==> config.mk <==
export PLATFORM = sky130hd
export DESIGN_NAME = jk_prog_clk_divider_flat
export DESIGN_NICKNAME = d
export VERILOG_FILES = /design/src/rtl/jk_div_pkg.sv /design/src/rtl/jk_prog_clk_divider_if.sv /design/src/rtl/jk_ff_sync.sv /design/src/rtl/jk_prog_clk_divider.sv /design/src/flat_wrapper.sv
export SDC_FILE = /design/constraint.sdc
export NUM_CORES = 1
export LEC_CHECK = 0
export ABC_AREA = 1
export CAP_MARGIN = 20
export CORE_MARGIN = 4
export CORE_UTILIZATION = 54
export DETAILED_ROUTE_END_ITERATION = 7
export GPL_ROUTABILITY_DRIVEN = 0
export PLACE_DENSITY = 0.79
export SYNTH_ARGS = -nofsm -noshare
export SYNTH_HDL_FRONTEND = slang
export SYNTH_SLANG_ARGS = --single-unit
==> constraint.sdc <==
create_clock -name clk -period 2.35 [get_ports clk]
set_input_delay 0.235 -clock clk [delete_from_list [all_inputs] [get_ports clk]]
set_output_delay 0.235 -clock clk [all_outputs]
set_load 0.03 [all_outputs]
==> src/rtl/jk_div_pkg.sv <==
// Shared constants and divisor helpers for the programmable JK clock divider.
package jk_div_pkg;

  localparam int unsigned CNT_W_DEF = 8;

  // A divisor of zero has no meaningful period, so it is promoted to one.
  function automatic logic [31:0] sanitize_div(input logic [31:0] d);
    return (d == 32'd0) ? 32'd1 : d;
  endfunction

  function automatic logic [31:0] half_point(input logic [31:0] n);
    return (n + 32'd1) >> 1;
  endfunction

endpackage

==> src/rtl/jk_prog_clk_divider_if.sv <==
// Control/status bundle of the programmable divider: master drives, slave is the divider.
interface jk_prog_clk_divider_if
  import jk_div_pkg::*;
#(
  parameter int unsigned CNT_W = CNT_W_DEF
);

  logic             en;
  logic             load;
  logic [CNT_W-1:0] div_in;
  logic [CNT_W-1:0] cnt_o;
  logic             tick;
  logic             div_out;
  logic             pend;

  modport master (
    output en, load, div_in,
    input  cnt_o, tick, div_out, pend
  );

  modport slave (
    input  en, load, div_in,
    output cnt_o, tick, div_out, pend
  );

endinterface

==> src/rtl/jk_ff_sync.sv <==
// Single JK flip-flop with synchronous active-high clear and clock enable.
module jk_ff_sync (
  input  logic clk,
  input  logic clr,
  input  logic ce,
  input  logic j,
  input  logic k,
  output logic q
);

  always_ff @(posedge clk) begin
    if (clr) begin
      q <= 1'b0;
    end else if (ce) begin
      case ({j, k})
        2'b01:   q <= 1'b0;
        2'b10:   q <= 1'b1;
        2'b11:   q <= ~q;
        default: q <= q;
      endcase
    end
  end

endmodule

==> src/rtl/jk_prog_clk_divider.sv <==
// Runtime-programmable divide-by-N tick generator with a JK-held near-50% divided output.
module jk_prog_clk_divider
  import jk_div_pkg::*;
#(
  parameter int unsigned CNT_W   = CNT_W_DEF,
  parameter int unsigned DEF_DIV = 3
) (
  input  logic                  clk,
  input  logic                  clr,
  jk_prog_clk_divider_if.slave  bus
);

  localparam logic [CNT_W-1:0] DEF_N = CNT_W'(DEF_DIV);

  logic [CNT_W-1:0] n_q;
  logic [CNT_W-1:0] p_q;
  logic             pend_q;
  logic [CNT_W-1:0] cnt_q;
  logic             tick_q;
  logic             div_q;

  logic             wrap;
  logic [CNT_W-1:0] cnt_nxt;
  logic [CNT_W-1:0] half;
  logic             k_in;

  always_comb begin
    wrap    = bus.en && (cnt_q == n_q - 1'b1);
    cnt_nxt = wrap ? '0 : cnt_q + 1'b1;
    half    = CNT_W'(half_point(32'(n_q)));
    // Falling edge only mid-period; a wrap lands on 0, which is never H.
    k_in    = (cnt_nxt == half) && (n_q != CNT_W'(1));
  end

  always_ff @(posedge clk) begin
    if (clr) begin
      n_q    <= DEF_N;
      p_q    <= '0;
      pend_q <= 1'b0;
      cnt_q  <= DEF_N - 1'b1;
      tick_q <= 1'b0;
    end else begin
      tick_q <= wrap;
      if (bus.en) begin
        cnt_q <= cnt_nxt;
      end
      if (wrap && pend_q) begin
        n_q    <= p_q;
        pend_q <= 1'b0;
      end
      // A load on a wrap edge re-arms pend after the old value is applied.
      if (bus.load) begin
        p_q    <= CNT_W'(sanitize_div(32'(bus.div_in)));
        pend_q <= 1'b1;
      end
    end
  end

  jk_ff_sync u_div_ff (
    .clk (clk),
    .clr (clr),
    .ce  (bus.en),
    .j   (wrap),
    .k   (k_in),
    .q   (div_q)
  );

  assign bus.cnt_o   = cnt_q;
  assign bus.tick    = tick_q;
  assign bus.div_out = div_q;
  assign bus.pend    = pend_q;

endmodule
==> src/flat_wrapper.sv <==
// flat-port wrapper written by rule: the top's interface ports become plain ports
module jk_prog_clk_divider_flat import jk_div_pkg::*;
#(
  parameter int unsigned CNT_W   = CNT_W_DEF,
  parameter int unsigned DEF_DIV = 3
)
  (clk, clr, bus_en, bus_load, bus_div_in, bus_cnt_o, bus_tick, bus_div_out, bus_pend);
  jk_prog_clk_divider_if #(.CNT_W(CNT_W)) bus_i ();
  input  logic clk;
  input  logic clr;
  input wire logic [$bits(bus_i.en)-1:0] bus_en;
  input wire logic [$bits(bus_i.load)-1:0] bus_load;
  input wire logic [$bits(bus_i.div_in)-1:0] bus_div_in;
  output wire logic [$bits(bus_i.cnt_o)-1:0] bus_cnt_o;
  output wire logic [$bits(bus_i.tick)-1:0] bus_tick;
  output wire logic [$bits(bus_i.div_out)-1:0] bus_div_out;
  output wire logic [$bits(bus_i.pend)-1:0] bus_pend;
  assign bus_i.en = bus_en;
  assign bus_i.load = bus_load;
  assign bus_i.div_in = bus_div_in;
  assign bus_cnt_o = bus_i.cnt_o;
  assign bus_tick = bus_i.tick;
  assign bus_div_out = bus_i.div_out;
  assign bus_pend = bus_i.pend;
  jk_prog_clk_divider #(.CNT_W(CNT_W), .DEF_DIV(DEF_DIV)) u_core (.clk(clk), .clr(clr), .bus(bus_i));
endmodule
-- After elaboration in Yosys (flattened, before gate mapping)
Index checks and enable logic that the tools add are counted.
- add/subtract/negate cells: 3
- multiply operators: 0
- divide/modulo/power cells: 0
- $lt $le $gt $ge: 0
- eq/ne operators: 6
- shift operators: 0
- mux-type cells: 5
- bitwise operators: 1
- reduce and logical (&&, ||, !) cells: 7
- operator list (operator ; number):
    8-bit == test ; 2
    8-bit 2-to-1 mux ; 2
    8-bit by 1-bit adder with 9-bit output, second input constant ; 1
    8-bit by 1-bit adder with 8-bit output, second input constant ; 1
    8-bit zero test ; 1
    8-bit by 1-bit inequality test with 1-bit output, second input constant ; 1
    8-bit by 1-bit subtractor with 8-bit output, second input constant ; 1
    2-bit == test, second input constant ; 2
    1-bit logical AND ; 3
    1-bit case mux with 3 select lines ; 1
    3-bit nonzero test ; 1
    2-bit by 1-bit == test with 1-bit output, second input constant ; 1
    1-bit 2-to-1 mux ; 2
    2-bit AND reduction ; 1
    2-bit nonzero test ; 1
    1-bit inverter ; 1
- flip-flop bits (word level): 27
- latch bits: 0
- memory bits (writable): 0
- ROM bits: 0
- input bits: 12
- output and inout bits: 11
- memories: 0

-- Depth between registers and ports, before layout
Gate-level depths: netlist (run 1).
- word-level depth: 9
- gate-level depth with buffers: 17

-- Hierarchy
A second synthesis (run 1) with hierarchy kept.
- cell total of the unflattened synthesis: 266
- area, all modules: 1744.2 um^2
- by module, submodules not included (module ; instances ; cells an instance ; area an instance (um^2)):
    jk_prog_clk_divider ; 1 ; 260 ; 1702.9
    jk_ff_sync ; 1 ; 6 ; 41.3

-- Least setup slack after synthesis (run 1)
Ideal clock, no wire load.
- path type: reg-to-reg
- from: register u_core.n_q[0]
- to: register u_core.u_div_ff.q
- setup time: 0.117 ns
- arrival: 1.871 ns
- required time: 2.233 ns
- slack: 0.362 ns
- stages on the path, launching flop included: 15
- period minus slack after synthesis: 1.988 ns
- cell sequence: dfxtp_1 inv_1 ha_1 xnor2_1 nor2_1 nand3_1 nor2_2 nand3_4 buf_6 nand3_1 nand2_1 nor2_1 nand3_1 nor2_1 nor2_1
- word-level cells in the longest chain between the ends: 9
- elaborated cells on any way between the ends: 14
- those cells by class: add/sub (2); eq/ne (6); mux (2); reduce/logical (4)
- ends and longest elaborated chain (item ; RTL line ; source):
    from (decl) ; jk_prog_clk_divider.sv:15 ; logic [CNT_W-1:0] n_q;
    from (signal assigned) ; jk_prog_clk_divider.sv:48 ; n_q <= p_q;
    8-bit by 1-bit subtractor with 8-bit output ; jk_prog_clk_divider.sv:28 ; wrap = bus.en && (cnt_q == n_q - 1'b1);
    8-bit == test ; jk_prog_clk_divider.sv:28 ;
    1-bit logical AND ; jk_prog_clk_divider.sv:28 ;
    8-bit 2-to-1 mux ; jk_prog_clk_divider.sv:29 ; cnt_nxt = wrap ? '0 : cnt_q + 1'b1;
    8-bit == test ; jk_prog_clk_divider.sv:32 ; k_in = (cnt_nxt == half) && (n_q != CNT_W'(1));
    1-bit logical AND ; jk_prog_clk_divider.sv:32 ;
    2-bit == test or 2-bit by 1-bit == test with 1-bit output (tied branches) ; jk_ff_sync.sv:15 ; case ({j, k})
    3-bit nonzero test (no line) ; - ;
    2-bit AND reduction (no line) ; - ;
    to (signal assigned) ; jk_ff_sync.sv:18 ; 2'b11: q <= ~q;
    to (signal assigned) ; jk_ff_sync.sv:19 ; default: q <= q;
    to (decl) ; jk_ff_sync.sv:8 ; output logic q
Parallel ways exist; a longest one is shown, timed or not.
A chain may end at the register's enable or synchronous reset.

-- Worst setup path in the final report (run 1)
- from: register u_core.n_q[0]
- to: register u_core.n_q[4]
- word-level cells in the longest chain between the ends: 4
- ends and longest elaborated chain (item ; RTL line ; source):
    8-bit by 1-bit subtractor with 8-bit output ; jk_prog_clk_divider.sv:28 ;
    8-bit == test ; jk_prog_clk_divider.sv:28 ;
    1-bit logical AND ; jk_prog_clk_divider.sv:28 ;
    1-bit logical AND ; jk_prog_clk_divider.sv:47 ; if (wrap && pend_q) begin
No other way between the ends.

==> impl_metrics.tcl, run 1 <==
set metrics [dict create \
    setup_ws_ns 0.205 \
    yosysSeqAreaShare 0.315 \
    hold_path.class "in2reg" \
    num_rows 20 \
    syn_area_mm2 0.00172 \
    hold_viol 0 \
    syn_area_per_cell_um2 6.55 \
    drive_gt1_frac 0.0810 \
    grt_max_degree 25 \
    synthesis.instances 262 \
    fp.dieArea_mm2 0.00414 \
    ff2ff_setup_slack_ns 0.21 \
    maxCapViolations 0 \
    fillCellCount 280 \
    grt.overflow.total 0 \
    area_growth_pct 17.2 \
    fin_util 0.659 \
    initial_core_util 0.562 \
    syn-num-nets 278 \
    dr.pass1.iters 4 \
    rr_startpoint "u_core.n_q[0]" \
    rsz0062_at_grt "false" \
    post-route-min-period_ns 2.14 \
    wl_um 3960 \
    globalRouteTotalUtil 0.207 \
    pin_count 23 \
    relSlewSlack 0.618 \
    worstPathArrival_ns 2.41 \
    synthArstFlopShare 0 \
    p_leak_nw 0.947 \
    crit_path_end_kind "flip-flop" \
    cts_htree_levels 1 \
    hpwl_um 3060 \
    crit_end "u_core.n_q[4]" \
    drt_iter0_drc 108 \
    core_area_mm2 0.00305 \
    rr_worst_depth 11 \
    avgViaCountPerCell 5.10 \
    ys_warn_count 0 \
    nNetsFinal 301 \
    critical_path_class "reg2reg" \
    peakVddDrop_mv 0.336 \
    reg2reg_to "u_core.n_q[4]" \
    num_vias 1673 \
    die_h_um 64.4 \
    setup-tns-final_ns 0 \
    status "completed" \
    root_buffer "clkbuf_4" \
    grt_first_pass_wirelength_um 6730 \
    cts_made_buffers 3 \
    grt_pass1_vias 1492 \
    max_freq_ghz 0.466 \
    place_ws_ns 0.145 \
    synth_edf_count 0 \
    clockBufferDepth 2 \
    crit_required_ns 2.62 \
    antenna_found_initial 0 \
    final_max_slew_viol_count 0 \
    final_cell_mix "nand2_1, inv_1, nor2_1" \
    clock_sinks 27 \
    cp_max_fo 9 \
    ys_ff_latch 27 \
    startpoint "u_core.n_q[0]" \
    skew_ns 0.00603 \
    power_density_mw_per_mm2 499 \
    cts_tree "built" \
    drc 0 \
    postCtsHoldBufs 0 \
    port_buffers 22 \
    n_antenna_cell 0 \
    final_common_cell "nand2_1" \
    fin_crit_sh 0.913 \
    setup_viol 0 \
    die_x_um 64.4 \
    synth_ff_type "dfxtp_1" \
    ys_types 27 \
    path_clk_slew_ns 0.14 \
    wire_per_inst_um 12.1 \
    startpoint_type "flip-flop" \
    worstMarginPinSlew_ns 0.573 \
    postRouteAntennaNets 0 \
    worstSkewPairLatency_ns 0.33 \
]
-- worst min-delay path by stage --
stage | startpoint | endpoint | slack, ns | depth (start not counted)
after floorplan | clr | u_core.bus.pend | 0.30 | 1
after global placement | u_core.p_q[1] | u_core.n_q[1] | 0.46 | 2
after detailed placement | u_core.bus.pend | u_core.bus.pend | 0.48 | 2
after CTS | bus_div_in[2] | u_core.p_q[2] | 0.46 | 3
after global routing | bus_div_in[2] | u_core.p_q[2] | 0.45 | 3
final | bus_div_in[2] | u_core.p_q[2] | 0.46 | 3
-- registers in the layout (all words and copies together) (netlist names) --
| signal | count |
|---|---|
| u_core.bus.cnt_o | 8 |
| u_core.n_q | 8 |
| u_core.bus.pend | 1 |
| u_core.p_q | 8 |
| u_core.u_div_ff.q | 1 |
| u_core.bus.tick | 1 |
-- metrics by stage --
step	std cells	area (um^2)	total power [W]	hold slack (ns)
6_report	328	2010	0.00100	0.456
5_1_grt	328	2010	0.00107	0.451
4_1_cts	326	1980	0.000993	0.455
3_5_place_dp	322	1960	0.000797	0.480
3_3_place_gp	322	1960	0.000794	0.460
2_1_floorplan	262	1720	0.000715	0.304
-- routing by layer --
metal | vias to the layer above | routed length, um | GRT usage
li1 | 875 | - | -
met1 | 731 | 1770 | 0.269
met2 | 56 | 1850 | 0.336
met3 | 11 | 242 | 0.0281
met4 | 0 | 96 | 0.0950
met5 | - | 0 | 0
-- Yosys cell counts (2+ instances only) --
| cell | instances | area [um^2] |
|---|---|---|
| nor2_2 | 2 | 12.5 |
| a21oi_1 | 20 | 100 |
| nor2_4 | 2 | 22.5 |
| nand2_1 | 57 | 214 |
| o21ai_1 | 3 | 15.0 |
| nor2_1 | 27 | 101 |
| inv_1 | 38 | 143 |
| o211ai_1 | 2 | 15.0 |
| xnor2_1 | 5 | 43.8 |
| inv_2 | 2 | 7.51 |
| clkbuf_1 | 5 | 18.8 |
| o21ai_0 | 22 | 110 |
| nand3_2 | 3 | 30.0 |
| buf_6 | 3 | 33.8 |
| xor2_1 | 8 | 70.1 |
| nand4_1 | 5 | 31.3 |
| nand3_1 | 17 | 85.1 |
| ha_1 | 4 | 50.1 |
| nor3_1 | 3 | 15.0 |
| dfxtp_1 | 27 | 541 |
-- cell type report --
class / instances / area [um^2] / area share
clock buffers: 4 / 26.3 / 0.0131
well taps: 44 / 55.1 / 0.0274
flip-flops and latches: 27 / 542 / 0.269
multi-input cells: 187 / 987 / 0.491
inverters: 40 / 150 / 0.0747
repair buffers: 26 / 250 / 0.124
-- cell families after synthesis --
logic type,Yosys count,synth area share
AND/OR/NAND/NOR,121,0.324
buffers and inverters,49,0.121
AO/OA/AOI/OAI,48,0.144
flip-flops,27,0.315
XOR/XNOR,13,0.0664
adder cells (fa/ha/maj),4,0.0292
-- repair_timing --
item	CTS	global route
buffers inserted	0	1
endpoints found under the setup margin	0	9
resized for setup	0	4
-- worst max-delay path, stage by stage, from the launching register on --
cell and delay, ns:
dfxtp_2 0.37, inv_1 0.16, ha_2 0.32, xnor2_1 0.12, nor2_1 0.10, nand3_1 0.12
nor2_4 0.15, nand3_4 0.16, inv_1 0.10, nand2_1 0.14, buf_4 0.20, a21oi_1 0.14
-- power breakdown --
| part | switching (W) | internal, W |
|---|---|---|
| Sequential | 0.0000340 | 0.000487 |
| Clock | 0.000136 | 0.0000667 |
| Combinational | 0.000164 | 0.000115 |
| Total | 0.000334 | 0.000669 |
Power figures use the tool's default switching activity.
==> inputs of run 2 (changes only) <==
--- a/config.mk
+++ b/config.mk
@@ -8,10 +8,11 @@
 export ABC_AREA = 1
 export CAP_MARGIN = 20
 export CORE_MARGIN = 4
-export CORE_UTILIZATION = 54
+export CORE_UTILIZATION = 57
+export CTS_BUF_LIST = sky130_fd_sc_hd__clkbuf_8
 export DETAILED_ROUTE_END_ITERATION = 7
 export GPL_ROUTABILITY_DRIVEN = 0
-export PLACE_DENSITY = 0.79
+export PLACE_DENSITY = 0.82
 export SYNTH_ARGS = -nofsm -noshare
 export SYNTH_HDL_FRONTEND = slang
 export SYNTH_SLANG_ARGS = --single-unit
==> impl_metrics.tcl, run 2 (synthesis gave the netlist of run 1 again) <==
set metrics [dict create \
    worstHoldPathCells 2 \
    skew_ns 0.0132 \
    crit_chain "inv_1 -> ha_2 -> xnor2_1 -> nor2_1 -> nand3_1 -> nor2_4 -> nand3_4 -> nand2_1 -> nor2_1 -> nor2_1 -> nand3_1 -> nor2_1 -> nor2_1" \
    crit_required_ns 2.53 \
    slowest_stage "dfxtp_2" \
    power_density_mw_per_mm2 538 \
    cts_tree "built" \
    maxCapViolations 0 \
    area_growth_pct 18.4 \
    pin_count 23 \
    die_h_um 62.9 \
    setup-tns-final_ns 0 \
    drc 0 \
    cts_made_buffers 3 \
    num_rows 19 \
    p_leak_nw 0.967 \
    holdCritStartpoint "u_core.p_q[1]" \
    critical_path_class "reg2reg" \
    crit_path_end_kind "flip-flop" \
    root_buffer "clkbuf_8" \
    fin_util 0.724 \
    hold_path.class "reg2reg" \
    status "completed" \
    initial_core_util 0.612 \
    startpoint_type "flip-flop" \
    num_vias 1713 \
    worstPathArrival_ns 2.31 \
    globalRouteTotalUtil 0.209 \
    reg2reg_to "u_core.u_div_ff.q" \
    core_area_mm2 0.00281 \
    grt.overflow.total 0 \
    port_buffers 22 \
    startpoint "u_core.n_q[0]" \
    fin_crit_sh 0.909 \
    wl_um 4010 \
    relSlewSlack 0.628 \
    peakVddDrop_mv 0.518 \
    hpwl_um 3010 \
    rr_worst_depth 13 \
    n_antenna_cell 0 \
    grt_first_pass_wirelength_um 6800 \
    drive_gt1_frac 0.0874 \
    nNetsFinal 303 \
    hold_viol 0 \
    worstMarginPinSlew_ns 0.558 \
    postRouteAntennaNets 0 \
    worstSkewPairLatency_ns 0.29 \
    rr_startpoint "u_core.n_q[0]" \
    cts_htree_levels 1 \
    holdPathEnd "u_core.n_q[1]" \
    setup_viol 0 \
    max_freq_ghz 0.468 \
    avgViaCountPerCell 5.40 \
    final_max_slew_viol_count 0 \
    grt_max_degree 25 \
    ff2ff_setup_slack_ns 0.21 \
    timing.critical_path.mode_cell "nor2_1" \
    grt_pass1_vias 1508 \
    clockBufferDepth 2 \
    final_common_cell "nand2_1" \
    path_clk_slew_ns 0.11 \
    fp.dieArea_mm2 0.00395 \
    rsz0062_at_grt "false" \
    post-route-min-period_ns 2.14 \
    wire_per_inst_um 12.6 \
    clock_sinks 27 \
    slowest_delay_ns 0.36 \
    dr.pass1.iters 4 \
    die_x_um 62.9 \
    final_cell_mix "nand2_1, inv_1, nor2_1" \
    antenna_found_initial 0 \
    drt_iter0_drc 181 \
    cp_max_fo 9 \
    holdWs_ns 0.486 \
]
-- run 2: changes by cell type in the layout (fill, tap and decap cells not counted) --
cell / change
clkbuf_4: -3
clkbuf_8: +3
buf_4: +2
clkbuf_1: -1
inv_6: +1
nand2_1: +1
nand2_2: -1
-- run 2: worst max-delay path by stage --
stage	to	slack, ns	cells past startpoint
after floorplan	u_core.u_div_ff.q	0.36	14
after global placement	u_core.u_div_ff.q	0.20	12
after detailed placement	u_core.n_q[5]	0.13	14
after CTS	u_core.n_q[2]	0.10	11
after global routing	u_core.u_div_ff.q	0.02	13
final	u_core.u_div_ff.q	0.21	13
-- run 2: what timing repair did --
item,4_1_cts,5_1_grt
hold buffers,0,0
setup buffers,0,2
resized for setup,0,3
hold endpoints to repair,0,0
setup endpoints to repair,0,9
-- run 2: critical path: cells and delay by family, from the launching register on --
| family | cells | cell delay, ns |
|---|---|---|
| fa+ha+maj | 1 | 0.32 |
| flops | 1 | 0.36 |
| simple gates | 10 | 1.09 |
| xor+xnor | 1 | 0.13 |
| buf+inv | 1 | 0.16 |
-- run 2: layer usage --
metal / global-route usage / vias up / routed length, um
li1: - / 892 / -
met1: 0.263 / 739 / 1730
met2: 0.360 / 66 / 1880
met3: 0.0360 / 16 / 266
met4: 0.0661 / 0 / 121
met5: 0 / - / 0
-- run 2: power by group --
group	internal, W	switching, W
Clock	0.000125	0.000165
Sequential	0.000487	0.0000319
Combinational	0.000118	0.000166
Total	0.000730	0.000363
-- run 2: final cells by class --
cell class | instances | area (um^2)
multi-input combinational | 187 | 985
fill | 245 | 774
sequential | 27 | 542
timing repair buffer | 28 | 265
inverter | 40 | 150
clock buffer | 3 | 41.3
tap | 31 | 38.8
clock inverter | 1 | 8.76
-- run 2: through the flow --
stage,cells,total power (W),setup slack (ns),cell area (um^2)
after floorplan,262,0.000715,0.362,1720
after global placement,310,0.000795,0.200,1950
after detailed placement,310,0.000799,0.133,1950
after CTS,314,0.00108,0.101,2000
after global routing,317,0.00115,0.0180,2030
final,317,0.00109,0.214,2030
==> inputs of run 3 (changes only) <==
--- a/config.mk
+++ b/config.mk
@@ -7,12 +7,14 @@
 export LEC_CHECK = 0
 export ABC_AREA = 1
 export CAP_MARGIN = 20
+export CELL_PAD_IN_SITES_DETAIL_PLACEMENT = 0
+export CELL_PAD_IN_SITES_GLOBAL_PLACEMENT = 1
 export CORE_MARGIN = 4
-export CORE_UTILIZATION = 57
+export CORE_UTILIZATION = 40
 export CTS_BUF_LIST = sky130_fd_sc_hd__clkbuf_8
 export DETAILED_ROUTE_END_ITERATION = 7
 export GPL_ROUTABILITY_DRIVEN = 0
-export PLACE_DENSITY = 0.82
+export PLACE_DENSITY_LB_ADDON = 0.1
 export SYNTH_ARGS = -nofsm -noshare
 export SYNTH_HDL_FRONTEND = slang
 export SYNTH_SLANG_ARGS = --single-unit
==> impl_metrics.tcl, run 3 (synthesis gave the netlist of run 1 again) <==
set metrics [dict create \
    worstSkewPairLatency_ns 0.29 \
    post-route-min-period_ns 2.12 \
    crit_path_end_kind "flip-flop" \
    power_density_mw_per_mm2 529 \
    status "completed" \
    postRouteAntennaNets 0 \
    timing.critical_path.mode_cell "nor2_1" \
    cts_htree_levels 1 \
    p_leak_nw 0.983 \
    final_cells 339 \
    placed_cells 331 \
    max_freq_ghz 0.472 \
    ff2ff_setup_slack_ns 0.23 \
    globalRouteTotalUtil 0.174 \
    skew_ns 0.00912 \
    setup-tns-final_ns 0 \
    hold_path.class "reg2reg" \
    setup_ws_ns 0.232 \
    grt_max_degree 25 \
    maxCapViolations 0 \
    holdCritStartpoint "u_core.p_q[0]" \
    reg2reg_to "u_core.u_div_ff.q" \
    die_x_um 73.5 \
    root_buffer "clkbuf_8" \
    fp.dieArea_mm2 0.00540 \
    dr.pass1.iters 4 \
    port_buffers 22 \
    wl_um 4220 \
    register_area_um2 543 \
    relSlewSlack 0.595 \
    initial_core_util 0.420 \
    slowest_delay_ns 0.38 \
    peakVddDrop_mv 0.283 \
    die_h_um 73.5 \
    final_max_slew_viol_count 0 \
    slowest_stage "dfxtp_2" \
    fillCellCount 434 \
    crit_required_ns 2.53 \
    grt.overflow.total 0 \
    wire_per_inst_um 12.4 \
    worstPathArrival_ns 2.30 \
    grt_first_pass_wirelength_um 7270 \
    holdPathEnd "u_core.n_q[0]" \
    rsz0062_at_grt "false" \
    drc 0 \
    rr_worst_depth 14 \
    place_ws_ns 0.165 \
    final_cell_mix "nand2_1, inv_1, nor2_1" \
    hold_viol 0 \
    hpwl_um 3320 \
    nNetsFinal 306 \
    cts_tree "built" \
    fin_crit_sh 0.901 \
    final_common_cell "nand2_1" \
    core_area_mm2 0.00409 \
    startpoint_type "flip-flop" \
    drive_gt1_frac 0.0969 \
    postCtsHoldBufs 0 \
    critical_path_class "reg2reg" \
    path_clk_slew_ns 0.11 \
    avgViaCountPerCell 5.03 \
    setup_viol 0 \
    drt_iter0_drc 105 \
    fin_util 0.508 \
    multi_input_area_um2 982 \
    p_total_w 0.00110 \
    pin_count 23 \
    worstHoldPathCells 2 \
    cp_max_fo 6 \
    cts_made_buffers 3 \
    rr_startpoint "u_core.n_q[0]" \
    crit_chain "inv_1 -> ha_1 -> xnor2_1 -> nor2_1 -> nand3_1 -> nor2_4 -> nand3_4 -> buf_4 -> nand3b_1 -> nand2_1 -> nor2_1 -> nand3_1 -> nor2_1 -> nor2_1" \
    num_rows 23 \
    grt_pass1_vias 1564 \
    clockBufferDepth 2 \
    area_growth_pct 21.0 \
    clock_sinks 27 \
    antenna_found_initial 0 \
    worstMarginPinSlew_ns 0.607 \
    n_antenna_cell 0 \
    num_vias 1705 \
]
[run 3: cell types whose count changed in the layout (fill, tap and decap cells not counted)]
cell     previous run  this run
buf_4               6         9
dfxtp_1            26        25
dfxtp_2             1         2
ha_1                3         4
ha_2                1         0
[run 3: layout make-up]
class | instances | share of cell area
inverters | 40 | 0.0723
clock inverters | 1 | 0.00422
flip-flops and latches | 27 | 0.262
repair buffers | 31 | 0.139
multi-input cells | 187 | 0.473
well taps | 50 | 0.0301
clock buffers | 3 | 0.0199
[run 3: timing repair]
item,in CTS,in global routing
buffers inserted,0,3
endpoints found under the setup margin,0,9
resized for setup,0,3
[run 3: power breakdown]
group / internal [W] / switching, W / leakage, nW
Sequential: 0.000487 / 0.0000321 / 0.221
Clock: 0.000125 / 0.000166 / 0.0261
Combinational: 0.000122 / 0.000167 / 0.736
[run 3: worst max-delay path, delay by kind of cell, from the launching register on]
family / cells / cell delay (ns)
AND/OR/NAND/NOR: 10 / 0.92
buffers and inverters: 2 / 0.24
adder cells (fa/ha/maj): 1 / 0.33
flip-flops: 1 / 0.38
XOR/XNOR: 1 / 0.13
[run 3: worst max-delay path by stage]
stage,start,end,slack [ns]
after floorplan,u_core.n_q[0],u_core.u_div_ff.q,0.36
after global placement,u_core.n_q[0],u_core.u_div_ff.q,0.19
after detailed placement,u_core.n_q[0],u_core.u_div_ff.q,0.16
after CTS,u_core.n_q[0],u_core.u_div_ff.q,0.14
after global routing,u_core.n_q[0],u_core.u_div_ff.q,0.004
final,u_core.n_q[0],u_core.u_div_ff.q,0.23
[run 3: per-layer routing]
| layer | wire length (um) | GRT usage | vias to the layer above |
|---|---|---|---|
| met2 | 2010 | 0.297 | 48 |
| li1 | - | - | 892 |
| met1 | 1920 | 0.223 | 758 |
| met4 | 79 | 0.0584 | 0 |
| met5 | 0 | 0 | - |
| met3 | 203 | 0.0246 | 7 |
[run 3: through the flow]
| step | hold WS (ns) | area, um^2 |
|---|---|---|
| 2_1_floorplan | 0.304 | 1720 |
| 3_3_place_gp | 0.463 | 1990 |
| 3_5_place_dp | 0.467 | 1990 |
| 4_1_cts | 0.496 | 2040 |
| 5_1_grt | 0.505 | 2080 |
| 6_report | 0.486 | 2080 |
==> edit 1, RTL diff (flow settings as in run 3) <==
Set the package constant `CNT_W_DEF` to 10 (it was 8).
--- a/src/rtl/jk_div_pkg.sv
+++ b/src/rtl/jk_div_pkg.sv
@@ -1,7 +1,7 @@
 // Shared constants and divisor helpers for the programmable JK clock divider.
 package jk_div_pkg;
 
-  localparam int unsigned CNT_W_DEF = 8;
+  localparam int unsigned CNT_W_DEF = 10;
 
   // A divisor of zero has no meaningful period, so it is promoted to one.
   function automatic logic [31:0] sanitize_div(input logic [31:0] d);
Interface: changed (resized bus_cnt_o and bus_div_in); port bits go from 23 to 27. No check against the original RTL was run, so the function may have changed too.
==> edit 1 against run 3 <==
Core utilization shrank 0.65 points; sequential cell count grew 6; power grew 24%; synthesized area grew 26%; worst setup slack lost 0.030 ns; routed wire length grew 38%; critical path depth grew 3; clock skew shrank 0.0037 ns; final area grew 25%.
==> edit 1: results (changes against run 3) <==
| Metric | Value |
|---|---|
| Post-DP HPWL | 4.46 mm (was 3.32 mm) |
| FF/Latch Area | 661 sq um (was 543 sq um) |
| First-pass GRT wire length | 9.46 mm (was 7.27 mm) |
| Routed vias/inst | 4.90 (was 5.03) |
| TritonCTS Buffers | 5 (was 3) |
| Rel. slew slack | 0.753 (was 0.595) |
| CTS clk-pin slew, worst paths | 0.07 ns (was 0.11 ns) |
| Top post-synthesis cells by area | dfxtp_1 (31%), nand2_1 (13%), inv_1 (8.0%) (was dfxtp_1 (32%), nand2_1 (12%), inv_1 (8.3%)) |
| Bufs w/o clock | 37 (was 31) |
| Layout cells sized above 1 | 0.0932 (was 0.0969) |
| DR pass1 iterations | 4 (unchanged) |
| Wire per inst | 13.3 um (was 12.4 um) |
| #FFs+latches synth | 33 (was 27) |
| Global Route Usage Sum | 0.188 (was 0.174) |
| Status | finished, final reports clean (unchanged) |
| Clock skew | 0.00543 ns (was 0.00912 ns) |
| Invs w/o clock | 50 (was 40) |
| Worst path arrival time | 2.32 ns (was 2.30 ns) |
| Reg-to-reg endpoint | u_core.u_div_ff.q (unchanged) |
| Post-synthesis mux area share | 0 (unchanged) |
| Pre-CTS setup slack | 0.179 ns (was 0.165 ns) |
| Reg2reg path depth | 17 (was 14) |
| Cells after DPL | 427 (was 331) |
| Placed cell area | 0.00251 sq mm (was 0.00199 sq mm) |
| Sequential area share after synthesis | 0.305 (was 0.315) |
| Non-clk buf share | 0.132 (was 0.139) |
| Fillers | 555 (was 434) |
| ClkCell Share | 0.0318 (was 0.0241) |
| Worst Hold End | u_core.p_q[0] (was u_core.n_q[0]) |
| Nets@finish | 382 (was 306) |
| Syn nets | 353 (was 278) |
| Min Hold Slack | 0.478 ns (was 0.486 ns) |
| IO Port Bufs | 26 (was 22) |
| Iteration-0 DRC Markers | 93 (was 105) |
| Peak VDD IR | 361 uV (was 283 uV) |
| Top cell category | multi-input combinational cells (unchanged) |
| Area of the multi-input gates | 0.00123 sq mm (was 982 sq um) |
| Synth cell types | 28 (was 27) |
| Mean Syn Cell Area | 6.47 sq um (was 6.55 sq um) |
| Largest net degree at the start of global routing | 25 (unchanged) |
| Post-Synth Adder-Cell Area | 0.0231 (was 0.0292) |
| Post-synthesis compound-gate area fraction | 0.161 (was 0.144) |
| Multi-input gates | 237 (was 187) |
| Commonest cells post-synth | nand2_1 (73), inv_1 (46), dfxtp_1 (33) (was nand2_1 (57), inv_1 (38), dfxtp_1 (27), nor2_1 (27), o21ai_0 (22)) |
| Final period utilization | 0.914 (was 0.901) |
| Post-synthesis xor/xnor area fraction | 0.0849 (was 0.0664) |
| Pleak | 1.27 nW (was 0.983 nW) |
| CP max FO | 8 (was 6) |
| Vias in the first global route | 1977 (was 1564) |
| Slowest cell on the critical path | dfxtp_1 (was dfxtp_2) |
-- edit 1: cells by family (layout without fill, tap and decap cells) --
kind of cell,count (synthesis),count (layout)
adder cells (fa/ha/maj),4,4
XOR/XNOR,21,21
buffers and inverters,65,95
AO/OA/AOI/OAI,64,64
AND/OR/NAND/NOR,148,148
flip-flops,33,33
-- edit 1: stage by stage --
step	total power [mW]	util
5_1_grt	1.44	0.501
2_1_floorplan	0.846	-
4_1_cts	1.37	0.501
6_report	1.36	0.501
3_5_place_dp	0.956	0.485
3_3_place_gp	0.957	0.485
-- edit 1: where the power goes --
group	switching [mW]	total, mW	leakage [nW]	internal (mW)
clock	0.216	0.417	0.0491	0.201
combinational	0.185	0.317	0.951	0.132
sequential	0.0369	0.629	0.271	0.592
-- edit 1: per-layer routing --
metal  vias up  global-route usage  part of all wire  wire [um]
met5         -                   0                 0          0
met4         0              0.0631             0.023        134
met3        11              0.0395             0.045        263
met2        47               0.318              0.46       2660
met1       944               0.236              0.47       2740
li1       1128                   -                 -          -
==> edit 2, RTL diff (config.mk and constraints of run 3) <==
Made on the original files. Register the input `clr` before use, without a reset. The logic sees it one clock later. The other inputs are not delayed to match.
--- a/src/rtl/jk_prog_clk_divider.sv
+++ b/src/rtl/jk_prog_clk_divider.sv
@@ -11,6 +11,12 @@
 );
 
   localparam logic [CNT_W-1:0] DEF_N = CNT_W'(DEF_DIV);
+
+  logic clr_q;
+
+  always_ff @(posedge clk) begin
+    clr_q <= clr;
+  end
 
   logic [CNT_W-1:0] n_q;
   logic [CNT_W-1:0] p_q;
@@ -33,7 +39,7 @@
   end
 
   always_ff @(posedge clk) begin
-    if (clr) begin
+    if (clr_q) begin
       n_q    <= DEF_N;
       p_q    <= '0;
       pend_q <= 1'b0;
@@ -58,7 +64,7 @@
 
   jk_ff_sync u_div_ff (
     .clk (clk),
-    .clr (clr),
+    .clr (clr_q),
     .ce  (bus.en),
     .j   (wrap),
     .k   (k_in),
Formal check against the unedited RTL: not equivalent (a bounded check fails within 4 cycles, from zero or initial values).
==> edit 2 against run 3 <==
Synthesized area increased by 1.2%; power increased by 4.2%; sequential cell count increased by 1; sequential power increased by 4%; worst setup slack improved by 0.0087 ns; routed wire length decreased by 0.17%; final area increased by 1.3%; combinational power increased by 3%.
==> edit 2: results (changes against run 3) <==
| Metric | Value |
|---|---|
| Routed wire length | 4.21 mm (was 4.22 mm) |
| Syn nets | 279 (was 278) |
| Initial antenna violation count | 0 (unchanged) |
| Slew of the pin with the lowest slew margin | 0.582 ns (was 0.607 ns) |
| Worst reg-to-reg setup slack | 0.24 ns |
| Iteration-0 DRC Markers | 93 (was 105) |
| Post-DP HPWL | 3.25 mm (was 3.32 mm) |
| CP max FO | 7 (was 6) |
| Status | finished, final reports clean (unchanged) |
| CTS root buf | clkbuf_8 (unchanged) |
| Nets@finish | 307 (was 306) |
| Hold_sp | clr (was u_core.p_q[0]) |
| Largest net degree at the start of global routing | 25 (unchanged) |
| Vias | 1656 (was 1705) |
| Hold path depth | 1 (was 2) |
| Worst path top cell family by delay | simple AND/OR/NAND/NOR gates (unchanged) |
| Sequential area share after synthesis | 0.323 (was 0.315) |
| Top post-synthesis cells by area | dfxtp_1 (32%), nand2_1 (12%), inv_1 (8.2%) (was dfxtp_1 (32%), nand2_1 (12%), inv_1 (8.3%)) |
| DR pass1 iterations | 5 (was 4) |
| Clock skew | 0.0127 ns (was 0.00912 ns) |
| Commonest cells post-synth | nand2_1 (57), inv_1 (38), dfxtp_1 (28) (was nand2_1 (57), inv_1 (38), dfxtp_1 (27), nor2_1 (27), o21ai_0 (22)) |
| Mean Syn Cell Area | 6.60 sq um (was 6.55 sq um) |
| First-pass GRT wire length | 6.95 mm (was 7.27 mm) |
| CTS H-tree lvls | 1 (unchanged) |
| Fillers | 430 (was 434) |
| Hold Crit Class | input port to flop (was flop to flop) |
| Global Route Usage Sum | 0.165 (was 0.174) |
| Peak VDD IR | 282 uV (was 283 uV) |
| TritonCTS Buffers | 3 (unchanged) |
==> edit 2: layer usage <==
layer | wire (um) | global-route usage
met1 | 2060 | 0.215
met2 | 1930 | 0.280
met3 | 187 | 0.0287
met4 | 33 | 0.0423
met5 | 0 | 0
==> edit 2: timing repair <==
item                                    4_1_cts  5_1_grt
endpoints found under the setup margin        0        9
gates resized for setup                       0        4
buffers inserted                              0        4
==> edit 2: cell type report <==
type                       instances  share of cell area
multi-input combinational        187               0.468
inverter                          40              0.0714
clock buffer                       4              0.0262
tap                               50              0.0297
timing repair buffer              31               0.137
sequential                        28               0.268
==> edit 2: worst max path at each step <==
stage             startpoint                end  cells past startpoint
3_5_place_dp   u_core.n_q[0]  u_core.u_div_ff.q                     12
5_1_grt        u_core.n_q[1]  u_core.u_div_ff.q                     14
6_report       u_core.n_q[0]  u_core.u_div_ff.q                     14
2_1_floorplan  u_core.n_q[0]  u_core.u_div_ff.q                     14
4_1_cts        u_core.n_q[0]      u_core.n_q[2]                     11
3_3_place_gp   u_core.n_q[0]  u_core.u_div_ff.q                     12
==> edit 2: kinds of logic after synthesis <==
kind of cell / synth area share
xor+xnor: 0.0656
flops: 0.323
fa+ha+maj: 0.0288
simple gates: 0.320
compound gates: 0.143
buf+inv: 0.120
==> edit 2: per-stage QoR <==
stage / area (sq um) / hold slack, ns / worst slack [ns] / util
floorplan: 1740 / 0.263 / 0.362 / -
global placement: 2000 / 0.458 / 0.214 / 0.489
detailed placement: 2000 / 0.465 / 0.169 / 0.489
CTS: 2050 / 0.384 / 0.143 / 0.502
global route: 2100 / 0.405 / 0.0188 / 0.515
finish: 2100 / 0.386 / 0.241 / 0.515
==> edit 2: where the power goes <==
part | switching, mW | internal [mW]
clock network | 0.158 | 0.150
registers | 0.0337 | 0.505
logic | 0.172 | 0.125
